==> config.mk <==
export PLATFORM = sky130hd
export DESIGN_NAME = mac_dot_seq
export DESIGN_NICKNAME = d
export VERILOG_FILES = /design/src/rtl/mac_dot_seq.sv
export SDC_FILE = /design/constraint.sdc
export NUM_CORES = 2
export LEC_CHECK = 0
export ABC_AREA = 1
export BUFFER_PORTS_ARGS = -buffer_cell sky130_fd_sc_hd__buf_2
export CORE_MARGIN = 5
export CORE_UTILIZATION = 50
export DETAILED_ROUTE_END_ITERATION = 10
export PLACE_DENSITY = 0.77
export SETUP_SLACK_MARGIN = 0.4
export SLEW_MARGIN = 20
export SYNTH_ARGS = -nofsm -noshare
export SYNTH_HDL_FRONTEND = slang
export SYNTH_SLANG_ARGS = --single-unit
==> constraint.sdc <==
create_clock -name clk -period 10.65 [get_ports clk]
set_clock_uncertainty 0.15 [all_clocks]
set_input_delay 2.6625 -clock clk [delete_from_list [all_inputs] [get_ports clk]]
set_output_delay 2.6625 -clock clk [all_outputs]
set_load 0.005 [all_outputs]
==> src/rtl/mac_dot_seq.sv <==
// mac_dot_seq: sequenced length-N dot product on the 32-bit MAC path.
// A start command latches a length. N operand pairs are pulled over a
// valid/ready stream. Each pair goes through a registered multiply stage
// and then a 65-bit accumulate stage. The sum is held on a valid/ready
// result port until the consumer takes it.
module mac_dot_seq #(
    parameter int LEN_W = 16
) (
    input  logic             clk,
    input  logic             reset,
    input  logic             start,
    input  logic [LEN_W-1:0] len,
    output logic             busy,
    input  logic             in_valid,
    output logic             in_ready,
    input  logic [31:0]      multiplicand,
    input  logic [31:0]      multiplier,
    output logic             res_valid,
    input  logic             res_ready,
    output logic [64:0]      accumulator_out,
    output logic             overflow
);

    typedef enum logic [1:0] {
        IDLE  = 2'd0,
        RUN   = 2'd1,
        DRAIN = 2'd2,
        DONE  = 2'd3
    } state_t;

    state_t           state;
    logic [LEN_W-1:0] len_q;
    logic [LEN_W-1:0] count;
    logic [63:0]      prod;
    logic             prod_vld;
    logic [64:0]      acc;
    logic             ovf;
    logic [65:0]      acc_sum;
    logic             hs;
    logic             clear;

    // Ready depends only on state and count, never on in_valid.
    assign in_ready  = (state == RUN) && (count < len_q);
    assign hs        = in_valid && in_ready;
    assign busy      = (state != IDLE);
    assign res_valid = (state == DONE);
    assign clear     = (state == IDLE) && start;

    // Bit 65 of the sum is the carry out of the 65-bit accumulator.
    assign acc_sum   = {1'b0, acc} + {2'b00, prod};

    assign accumulator_out = acc;
    assign overflow        = ovf;

    // Job sequencing: length latch, pair counter and state transitions.
    always_ff @(posedge clk) begin
        if (reset) begin
            state <= IDLE;
            len_q <= '0;
            count <= '0;
        end else begin
            case (state)
                IDLE: begin
                    if (start) begin
                        len_q <= len;
                        count <= '0;
                        state <= (len == '0) ? DONE : RUN;
                    end
                end
                RUN: begin
                    if (hs) begin
                        count <= count + 1'b1;
                        if (count == len_q - 1'b1)
                            state <= DRAIN;
                    end
                end
                DRAIN: begin
                    // DRAIN is only entered on the edge that captures the
                    // last product. That product is accumulated on this
                    // edge, and nothing new is captured. So the sum is
                    // final after this edge, and the result can be shown
                    // in the next cycle.
                    state <= DONE;
                end
                DONE: begin
                    if (res_ready)
                        state <= IDLE;
                end
                default: state <= IDLE;
            endcase
        end
    end

    // Multiply stage: register the 64-bit product of each accepted pair.
    always_ff @(posedge clk) begin
        if (reset) begin
            prod     <= '0;
            prod_vld <= 1'b0;
        end else begin
            prod_vld <= hs;
            if (hs)
                prod <= 64'(multiplicand) * 64'(multiplier);
        end
    end

    // Accumulate stage: wrap modulo 2^65, and keep a sticky flag for any carry-out.
    always_ff @(posedge clk) begin
        if (reset) begin
            acc <= '0;
            ovf <= 1'b0;
        end else if (clear) begin
            acc <= '0;
            ovf <= 1'b0;
        end else if (prod_vld) begin
            acc <= acc_sum[64:0];
            if (acc_sum[65])
                ovf <= 1'b1;
        end
    end

endmodule

==> results.md <==
* Post-CTS Repair Setup Buffers at 0
* Unique masters post-synth at 50
* Max_slew headroom at 0.331
* RSZ-0062 raised after global routing: no
* Sink Count at 165
* CP Class: in2reg
* Drt drc at 0
* Crit start category: input port
* Setup violations, final at 0
* Vias in the first global route at 43.2k
* Layout Nets at 7,973
* Reg-to-reg slack, setup at 7390 ps
* Die W at 318 µm
* Fin crit share at 0.921
* Synthesized area at 47,500 µm²
* Grt total ovfl at 0
* FP Rows at 113
* Worst EP arrival at 10,010 ps
* CTS tree: built
* Synth Area in XOR/XNOR at 0.0160
* Total CTS buffers at 17
* Die area at 101,000 µm²
* R2R cell count at 13
* Dpl cells at 7,888
* GRT Total Usage at 0.284
* Mapped Cells at 6,656
* Final WL at 143 mm
* Crit path from: multiplicand[26]
* Final Hold Viols at 0
* Mux cell area share after synthesis at 0
* Hold/Removal Path Class: reg2reg
* Critical Path Fanout Max at 32
* Initial core utilization at 0.502
* Post-synthesis adder-cell area fraction at 0.470
* Global-route wire length before repair at 231 mm
* Setup Total Neg Slack at 0 ps
* Detailed Routing Iterations Pass 1 at 6
* Initial antenna violation count at 5
* Register bit total from synthesis at 165
* Avg Synthesized Cell Area at 7.13 µm²
* Fin. max-slew vios at 0
* Worst R2R Start: len_q[5]$_SDFFE_PP0P_
* FF-to-FF End: prod[25]$_SDFFE_PP0P_
* GP Congestion at 1.01
* Core area at 94,600 µm²
* Yosys warnings at 0
* Chip height at 318 µm
* Post-Syn Nets at 7,987
* Max Clock Freq at 102 MHz
* Outcome: finished, final reports clean
* Worst skew pair latency at 470 ps
* Sequential cell area fraction in the yosys report at 0.0696
* Slew of the pin with the lowest slew margin at 1000 ps
* Detail Route Antenna Nets at 0
* Count of flip-flops with a built-in enable after synthesis at 0
* Vias at 41.3k
* Synth async-reset ratio at 0
* Number of port buffers at 153
* Number of hold buffers added after cts at 0
* DR vias/cell at 5.21
* Max Cap Viol at 0
* Worst setup endpoint: prod[50]$_SDFFE_PP0P_
* Clock buffer depth at 2
* Post-Synth Simple-Gate Area at 0.208
* Ports at 154
* Largest family of logic cells by synthesized area: adder cells
* Main synth FF type: dfxtp_1
* Dpl hpwl at 119 mm
* Critical Path RT at 10,850 ps
* Area delta synth->final at 5.10%
* H-Tree Depth at 4
* Largest net degree at the start of global routing at 94
* Clk root buf: clkbuf_16
* Min cycle time layout at 9810 ps
* Fin cells at 7,921
* Cts repair resizes at 0
* CP Capture Type: flip-flop
* DRC violation total after the first TritonRoute iteration at 3,567
* Share of layout cells above drive strength 1 at 0.0539
* Post-layout util at 0.528
* Synth Area in Compound Gates at 0.0665
* DR WL/cell at 18.1 µm
* Reg clk slew, reported paths at 80 ps
[critical path, stage by stage]
cell and delay, ps:
buf_2 740, nand2_1 200, fa_1 570, inv_1 60
fa_1 540, inv_1 60, fa_1 530, inv_1 50
fa_1 480, fa_1 560, fa_1 430, fa_1 510
inv_1 70, fa_1 490, inv_1 40, ha_1 370
nand2_1 130, nor2_1 120, inv_1 90, nor2_1 210
inv_1 110, nor3_1 390, nand2_1 240, nand3_1 130
nand3_1 80, nand2_1 100, inv_1 40
[synth_stat cells (4+ instances only)]
cell type,n,area share
a21o_1,13,0.0021
a21oi_2,21,0.0039
o21ai_2,5,0.00092
nor3_1,23,0.0024
nand3b_1,5,0.00079
clkbuf_1,226,0.018
o21ai_1,20,0.0021
a21boi_0,5,0.00079
o21a_1,12,0.0019
a31oi_1,13,0.0017
a21oi_1,241,0.025
inv_1,1873,0.15
nand3_2,4,0.00084
ha_1,349,0.092
buf_2,11,0.0012
nor2_2,18,0.0024
o21bai_1,36,0.0057
inv_2,20,0.0016
dfxtp_1,165,0.070
nand2_1,1659,0.13
nand3_1,181,0.019
xor2_1,51,0.0094
nor2_1,486,0.038
nor4_1,11,0.0014
xnor2_1,36,0.0066
nand4_1,19,0.0025
fa_1,897,0.38
nor3_2,4,0.00084
o21ai_0,189,0.020
nand2_2,26,0.0034
[per-layer routing]
metal	GRT usage	up-vias	routed length (µm)
met1	0.377	19900	58000
met4	0.0966	6	5250
met2	0.475	1846	67300
met3	0.0472	321	12600
li1	-	19100	-
met5	0	-	34
[cells in the final DEF, fill, tap and decap left out, types with 8 or more instances in the layout]
cell,n
dfxtp_1,164
xnor2_1,36
nor4_1,11
inv_8,8
nand4_1,19
o21ai_0,189
a21oi_1,241
nor3_1,23
a31oi_1,13
ha_1,349
a21oi_2,21
o21ai_1,20
buf_2,153
inv_2,21
xor2_1,51
clkbuf_16,17
a21o_1,13
nor2_1,486
inv_1,1872
o21bai_1,36
nand3_1,181
nor2_2,17
nand2_2,26
o21a_1,12
buf_4,58
nand2_1,1659
fa_1,897
[registers in the layout, summed over array words and instances (netlist names)]
signal and cells:
accumulator_out 65, count 16, len_q 16, overflow 1, prod 64, prod_vld 1
state 2
[metrics by stage]
stage / cell area, µm² / hold WS [ps] / setup WS, ps
after floorplan: 47500 / 294 / 1820
after global placement: 49300 / 299 / 401
after detailed placement: 49300 / 309 / 509
after CTS: 49900 / 330 / 965
after global routing: 49900 / 358 / 609
final: 49900 / 329 / 840
[logic make-up (layout without fill, tap and decap cells)]
kind of cell / Yosys count / count (layout)
other: 0 / 1
adders and majority gates: 1246 / 1246
xor gates and xnor gates: 87 / 87
buffers and inverters: 2138 / 2137
and+or+nand+nor: 2454 / 2454
AOI/OAI and AO/OA: 566 / 566
DFF: 165 / 165
[layout make-up]
type | instances | area (µm²)
Timing Repair Buffer | 211 | 1200
Clock inverter | 15 | 171
Fill cell | 9096 | 44700
Tap cell | 1265 | 1580
Antenna cell | 1 | 2.50
Multi-Input combinational cell | 4353 | 36100
Inverter | 1894 | 7110
Sequential cell | 165 | 3300
Clock buffer | 17 | 425
[worst min path at each step]
| stage | startpoint | to | slack (ps) | cells past startpoint |
|---|---|---|---|---|
| floorplan | prod[5]$_SDFFE_PP0P_ | prod[5]$_SDFFE_PP0P_ | 290 | 2 |
| global placement | overflow$_SDFFE_PP0P_ | overflow$_SDFFE_PP0P_ | 300 | 2 |
| detailed placement | overflow$_SDFFE_PP0P_ | overflow$_SDFFE_PP0P_ | 310 | 2 |
| CTS | overflow$_SDFFE_PP0P_ | overflow$_SDFFE_PP0P_ | 330 | 2 |
| global route | accumulator_out[0]$_SDFFE_PP0P_ | accumulator_out[0]$_SDFFE_PP0P_ | 360 | 2 |
| finish | overflow$_SDFFE_PP0P_ | overflow$_SDFFE_PP0P_ | 330 | 2 |
Power is not shown: default switching activity piles up to over one toggle a cycle in this logic, so the estimate is an artifact.
